`config.mk`:
```
export PLATFORM = sky130hd
export DESIGN_NAME = light_phase_timer
export DESIGN_NICKNAME = d
export VERILOG_FILES = /design/src/rtl/light_phase_timer.sv
export SDC_FILE = /design/constraint.sdc
export NUM_CORES = 1
export LEC_CHECK = 0
export CORE_MARGIN = 2
export CORE_UTILIZATION = 61
export CTS_CLUSTER_SIZE = 16
export DETAILED_ROUTE_END_ITERATION = 10
export GPL_TIMING_DRIVEN = 0
export PLACE_DENSITY = 0.79
export SLEW_MARGIN = 40
export SYNTH_ARGS = -nofsm -noshare
export SYNTH_HDL_FRONTEND = slang
export SYNTH_SLANG_ARGS = --single-unit
export TNS_END_PERCENT = 100
```
`constraint.sdc`:
```
create_clock -name clk -period 5.2 [get_ports clk]
set_input_delay 1.04 -clock clk [delete_from_list [all_inputs] [get_ports clk]]
set_output_delay 1.04 -clock clk [all_outputs]
set_load 0.1 [all_outputs]
```
`src/rtl/light_phase_timer.sv`:
```
// light_phase_timer: measures the current traffic-light phase and issues expiry pulses.
//
// A prescaler divides clk into time units. A unit counter tracks elapsed units
// of the phase the controller is currently showing. When the phase reaches its
// configured length, the matching expiry pulse fires for one cycle:
// cou2 ends red, cou1 ends yellow, and cou4 ends green.
//
// Ports:
//   clk    - system clock, rising edge
//   reset  - synchronous active-high reset
//   en     - controller enable (low = controller idle)
//   r,y,g  - lamp outputs of the controller
//   cou1   - yellow-expired pulse (registered)
//   cou2   - red-expired pulse (registered)
//   cou4   - green-expired pulse (registered)
//   remain - units left in the current phase (registered)
//   fault  - sticky illegal-lamp flag (registered)
module light_phase_timer #(
    parameter int unsigned TICK_DIV  = 4,
    parameter int unsigned RED_UNITS = 2,
    parameter int unsigned YEL_UNITS = 1,
    parameter int unsigned GRN_UNITS = 4,
    parameter int unsigned UW        = 4
) (
    input  logic          clk,
    input  logic          reset,
    input  logic          en,
    input  logic          r,
    input  logic          y,
    input  logic          g,
    output logic          cou1,
    output logic          cou2,
    output logic          cou4,
    output logic [UW-1:0] remain,
    output logic          fault
);

    localparam int unsigned PW = 16;
    localparam logic [PW-1:0] TICK_LAST = PW'(TICK_DIV - 1);

    typedef enum logic [1:0] {
        ST_IDLE,
        ST_RUN,
        ST_DONE
    } state_e;

    typedef enum logic [1:0] {
        PH_NONE,
        PH_RED,
        PH_YEL,
        PH_GRN
    } phase_e;

    state_e          state_q, state_d;
    phase_e          last_q, last_d;
    logic [PW-1:0]   presc_q, presc_d;
    logic [UW-1:0]   units_q, units_d;
    logic [UW-1:0]   remain_q, remain_d;
    logic [2:0]      cou_q, cou_d;      // {cou4, cou2, cou1}
    logic            fault_q, fault_d;

    phase_e          phase_c;
    logic            legal_c;
    logic [UW-1:0]   target_c;
    logic [2:0]      pulse_c;
    logic [UW-1:0]   units_inc_c;

    // Lamp decode: exactly one lamp lit with en high is a legal phase.
    always_comb begin
        phase_c  = PH_NONE;
        target_c = '0;
        pulse_c  = 3'b000;
        case ({r, y, g})
            3'b100:  phase_c = PH_RED;
            3'b010:  phase_c = PH_YEL;
            3'b001:  phase_c = PH_GRN;
            default: phase_c = PH_NONE;
        endcase
        legal_c = en && (phase_c != PH_NONE);
        case (phase_c)
            PH_RED: begin
                target_c = UW'(RED_UNITS);
                pulse_c  = 3'b010;
            end
            PH_YEL: begin
                target_c = UW'(YEL_UNITS);
                pulse_c  = 3'b001;
            end
            PH_GRN: begin
                target_c = UW'(GRN_UNITS);
                pulse_c  = 3'b100;
            end
            default: begin
                target_c = '0;
                pulse_c  = 3'b000;
            end
        endcase
        units_inc_c = units_q + UW'(1);
    end

    // Next-state: idle/illegal clears everything, a new phase reloads, RUN counts.
    always_comb begin
        state_d  = state_q;
        last_d   = last_q;
        presc_d  = presc_q;
        units_d  = units_q;
        remain_d = remain_q;
        fault_d  = fault_q;
        cou_d    = 3'b000;

        if (!legal_c) begin
            state_d  = ST_IDLE;
            last_d   = PH_NONE;
            presc_d  = '0;
            units_d  = '0;
            remain_d = '0;
            if (en) begin
                fault_d = 1'b1;
            end
        end else if (phase_c != last_q) begin
            // Phase change wins over any expiry due this cycle.
            state_d  = ST_RUN;
            last_d   = phase_c;
            presc_d  = '0;
            units_d  = '0;
            remain_d = target_c;
        end else if (state_q == ST_RUN) begin
            if (presc_q == TICK_LAST) begin
                presc_d  = '0;
                units_d  = units_inc_c;
                remain_d = (remain_q != '0) ? remain_q - UW'(1) : '0;
                if (units_inc_c == target_c) begin
                    state_d = ST_DONE;
                    cou_d   = pulse_c;
                end
            end else begin
                presc_d = presc_q + PW'(1);
            end
        end
    end

    // State and output registers.
    always_ff @(posedge clk) begin
        if (reset) begin
            state_q  <= ST_IDLE;
            last_q   <= PH_NONE;
            presc_q  <= '0;
            units_q  <= '0;
            remain_q <= '0;
            cou_q    <= 3'b000;
            fault_q  <= 1'b0;
        end else begin
            state_q  <= state_d;
            last_q   <= last_d;
            presc_q  <= presc_d;
            units_q  <= units_d;
            remain_q <= remain_d;
            cou_q    <= cou_d;
            fault_q  <= fault_d;
        end
    end

    assign cou1   = cou_q[0];
    assign cou2   = cou_q[1];
    assign cou4   = cou_q[2];
    assign remain = remain_q;
    assign fault  = fault_q;

endmodule

```
==> run summary <==
FF-to-FF End - presc_q[5]
Slew @ Worst Pin - 0.642 ns
Clock tree buffer depth - 2
Count leader, synth - dfxtp_1
Crit path DAT - 3.27 ns
Row count - 18
Largest fanout on the critical path - 10
Post-synthesis register bit count - 32
Pleak - 0.642 nW
Startpoint Class - input pin
Setup bufs post-CTS - 0
Vias in the first global route - 1376
Layout Nets - 218
Number of distinct library cells after synthesis - 49
Die area - 3130 sq um
Synth Instances - 190
Outcome - complete, no violations
CP peak stage delay - 0.53 ns
Setup Total Neg Slack - 0 ns
CTS H-Tree Depth - 2
First-iteration detailed-routing DRC count - 45
PortBufs - 13
Pins Over Slew Limit - 0
Setup-failing EPs final - 0
Io pins - 14
Crit path cell chain - clkdlybuf4s50_1, buf_1, a21oi_1, a221oi_2, o221ai_2, buf_6, nor4_4, and2_1
Share of cells above drive strength 1 - 11.8%
First-pass GRT wire length - 6150 um
Initial antenna violation count - 0
Post-synth ARST share - 0%
Synth warn - 0
Average wire per standard cell - 14.6 um
Commonest cells post-synth - 32 x dfxtp_1, 30 x nor2_1, 12 x nor3_1, 11 x xnor2_1, 10 x xor2_1
Tcrit/Tclk final - 57.6%
DRC viols - 0
Syn-to-layout area delta - 12.4%
Net Count, Synth - 198
DP Area - 1770 sq um
DRT antenna net count - 0
Critical path class - in2reg
Post-synth EDFFs - 0
Max-cap violations - 0
Worst reg2reg startpoint - presc_q[0]
Overall Power - 0.480 mW
Die Height - 56.0 um
Avg Inst Size Synth - 8.67 sq um
Worst path slowest cell - clkdlybuf4s50_1
Fin area - 1850 sq um
Worst-skew pair later-pin latency - 0.33 ns
Die width - 56.0 um
# fillers - 201
Pin count of the biggest net entering global routing - 11
Top cells by area, synth - dfxtp_1 39%, nor2_1 6.8%, xnor2_1 5.9%
Min-delay src - fault
RSZ-0062 raised after global routing - false
Congestion Overflow GR - 0
Gpl congestion - 0.858
TritonCTS Buffers - 5
TritonCTS clock tree - yes
VDD IR max - 0.252 mV
TritonRoute pass-1 iters - 4
Via count - 1412
Root Buffer - clkbuf_4
Synthesized cell area - 1650 sq um
Top cell type's share of synthesized area - 38.9%
Seq/Total Area, Yosys - 38.9%
Tmin final - 3.00 ns
Clk_skew - 0.00999 ns
Hold Crit Depth - 2
CTS Hold Bufs - 0
Initial Utilization - 65.3%
DP HPWL - 2710 um
Relative slew slack - 56.9%
FF-to-FF path depth - 8
Area leader, netlist - dfxtp_1
Pwr dens - 260 nW/um^2
Diodes inserted - 0
CP Data Required Time - 5.48 ns
Worst Hold Path EP - fault
Total Routed Length - 3530 um
Top FF cell, synth - dfxtp_1
Clock slew at reported path FFs - 0.10 ns
Core area - 2520 sq um
Crit end category - flop
Routed vias/inst - 5.86
PostCTS Resize Cnt - 0
Reg2Reg Setup Slack - 2.86 ns
Fmax - 0.334 GHz
Buf/Inv on CP - 3
Hold WC Path Type - reg2reg
Final hold slack - 0.489 ns
Delay-heaviest family, CP - buffers and inverters
CTS sink cnt - 32
Gr usage total - 25.0%
Hold Vio Cnt, Final - 0
==> placed cells by master (no fill, tap or decap), drive strengths merged, types with 2 or more instances in the layout <==
cell / n
clkbuf: 8
nand2: 10
nand2b: 5
nor4: 3
xnor2: 11
nor2: 30
nor3: 12
o31ai: 3
a211oi: 2
ha: 2
nor2b: 2
and4: 2
o21ai: 2
clkdlybuf4s50: 5
xor2: 10
dfxtp: 32
inv: 7
and2: 4
o21bai: 2
a21oi: 8
nand4: 6
nand3: 7
a31oi: 3
buf: 13
==> final cells by class <==
class,count,area (sq um),area share (%)
clock inverters,2,35.0,1.89
flip-flops and latches,32,641,34.6
plain buffers,7,42.5,2.30
repair buffers,13,90.1,4.87
well taps,30,37.5,2.03
multi-input cells,144,937,50.6
clock buffers,6,41.3,2.23
inverters,7,26.3,1.42
==> tightest hold or removal path: stages, from the launching register on <==
cell	delay (ns)
dfxtp_1	0.35
a31oi_1	0.05
nor2_1	0.07
==> where the power goes <==
group | switching, mW | internal, mW
clock network | 0.0850 | 0.101
logic | 0.0293 | 0.0161
registers | 0.00232 | 0.247
==> through the flow <==
| stage | cells | util [%] | setup slack (ns) |
|---|---|---|---|
| after CTS | 241 | 73.4 | 2.24 |
| after floorplan | 190 | - | 2.61 |
| after global placement | 233 | 71.9 | 1.94 |
| after detailed placement | 233 | 70.3 | 1.90 |
| after global routing | 241 | 73.4 | 2.03 |
| final | 241 | 73.4 | 2.20 |
==> layer usage <==
layer	wire, um	part of all wire (%)	track usage, %	up-vias
li1	-	-	-	707
met1	1710	48	35.0	647
met2	1600	45	37.8	49
met3	147	4.2	4.42	9
met4	78	2.2	10.9	0
met5	0	0	0	-
==> flip-flops by register name, summed over array words and instances (netlist names) <==
register and cells:
presc_q 16, remain 4, units_q 4, cou_q 3, last_q 2, state_q 2
fault 1
==> cell families after synthesis <==
kind of cell | Yosys count | synth area share, %
buffers and inverters | 14 | 4.18
xor gates and xnor gates | 21 | 11.2
muxes | 1 | 0.608
DFF | 32 | 38.9
AOI/OAI and AO/OA | 27 | 12.8
and+or+nand+nor | 93 | 30.9
adders and majority gates | 2 | 1.52
==> how the worst max path moves through the flow <==
stage / slack (ns) / cells after the start / startpoint / end
6_report: 2.20 / 8 / g / cou_q[0]
5_1_grt: 2.03 / 8 / g / cou_q[0]
4_1_cts: 2.24 / 8 / g / cou_q[0]
3_5_place_dp: 1.90 / 8 / g / cou_q[0]
3_3_place_gp: 1.94 / 7 / r / cou_q[0]
2_1_floorplan: 2.61 / 7 / y / cou_q[0]
No activity file was read; power rests on OpenSTA's default activity.
==> RTL edit: new RTL, same flow settings <==
`UW`: 4 -> 6.
--- a/src/rtl/light_phase_timer.sv
+++ b/src/rtl/light_phase_timer.sv
@@ -22,3 +22,3 @@
     parameter int unsigned GRN_UNITS = 4,
-    parameter int unsigned UW        = 4
+    parameter int unsigned UW        = 6
 ) (
Ports: changed (resized remain); port bits go from 14 to 16. No check against the original RTL was run, so the function may have changed too.
==> RTL edit against the original RTL <==
- the run now ends with DRC left
- sequential cell count is 4 higher
- area after synthesis is 12% higher
- non-clock buffer count is 3 higher
- routed wire length is 7.7% higher
- combinational power is 3% lower
- total power is 8.1% higher
- final area is 11% higher
- maximum frequency is 3.3% higher
- worst setup slack better by 0.096 ns
- largest power group unchanged
==> RTL edit: results (changes against the original RTL) <==
end point of the most critical hold path: units_q[1]
main area contributors after synthesis: dfxtp_1 39%, nor2_1 7.5%, xnor2_1 6.2%
Port Buffers: 15 (+2)
top-count cell post-synth: nor2_1
Post-Synth Adder-Cell Area: 0.0272 (+0.0120)
capturing point of the worst reg2reg path: cou_q[2]
clock skew after layout: 0.0139 ns (+0.00393 ns)
sequential share of power: 0.538 (+0.019)
multi-input combinational cell count: 167 (+16%)
number of logic inverters in the finished layout: 4 (-3)
global-route wire length before repair: 6370 um (+3.5%)
DRT Pass-1 Iters: 7 (+3)
vias after detailed routing: 1600 (+13%)
HPWL after detailed placement: 2750 um (+1.5%)
layout net count: 247 (+13%)
fraction of synthesized cell area in xor and xnor cells: 0.109 (-0.00225)
vias in the first global route: 1478 (+7.4%)
largest vdd supply drop: 0.000197 V (-22%)
GRT Util Overall: 0.242 (-0.00778)
multi-input gate share of the layout cell area: 0.515 (+0.00876)
count of plain and timing-repair buffers: 23 (+15%)
violated checks: DRC
instance area at placement: 1980 um^2 (+12%)
area taken by flip-flops and latches: 721 um^2 (+13%)
clock tree cell share of total cell area: 0.0389 (-0.00236)
cell types with the highest counts after synthesis: 37 x nor2_1, 36 x dfxtp_1, 14 x nand2_1, 13 x xnor2_1, 12 x nand3_1
multiplexer fraction of the synthesized cell area: 0.0116 (+0.00548)
status: finished, violations left
worst hold start: units_q[1]
initial drt markers: 101 (+120%)
worst reg-to-reg setup slack: 3.02 ns (+0.16 ns)
Yosys cell types: 43 (-12%)
worst slew slack as a fraction of its limit: 0.562 (-0.00649)
CTS Buffer Depth: 2 (unchanged)
proportion of synthesized chip area in sequential cells: 0.392 (+0.00251)
routed wire length: 3800 um (+7.7%)
fill cell count: 219 (+9.0%)
combinational-cell power consumption: 0.0000441 W (-3%)
DRC violations left: 1 (+1)
flip-flop count of the largest register after layout: 16 (unchanged)
area overhead of the layout relative to synthesis: 11.9%
reg-to-reg startpoint: units_q[0]
Clock buffer cells: 5 (-1)
share of post-route cells with drive strength above 1: 0.155 (+0.0370)
synthesized-area fraction occupied by ao, oa, aoi and oai cells: 0.0979 (-0.0298)
Floorplan Core Area: 2810 um^2 (+11%)
cell-internal power: 0.000393 W (+8.2%)
clock-pin transition on the worst setup and hold timing paths: 0.10 ns (about the same)
Worst Reg-to-Reg Cells: 6 (-2)
Worst Path Arrival: 3.17 ns (-0.10 ns)
net count after synthesis: 225 (+14%)
[RTL edit: how the worst max path moves through the flow]
stage | depth (start not counted) | to | start
2_1_floorplan | 7 | presc_q[7] | y
3_3_place_gp | 8 | presc_q[7] | r
3_5_place_dp | 8 | presc_q[10] | r
4_1_cts | 8 | presc_q[10] | r
5_1_grt | 7 | remain[4] | r
6_report | 8 | presc_q[10] | r
[RTL edit: metrics by stage]
step	cells	hold WS, ns	power, W	setup WS, ns
global route	269	0.515	0.000538	2.17
CTS	269	0.481	0.000522	2.33
floorplan	215	0.442	0.000318	2.73
global placement	261	0.450	0.000329	2.02
detailed placement	261	0.466	0.000329	1.98
finish	269	0.482	0.000519	2.30
[RTL edit: metal layers]
metal,global-route usage,vias to the layer above,share of wire,routed length [um]
met1,0.321,740,0.48,1810
met4,0.0974,0,0.011,40
met3,0.0703,4,0.059,224
li1,-,809,-,-
met2,0.370,47,0.45,1720
met5,0,-,0,0
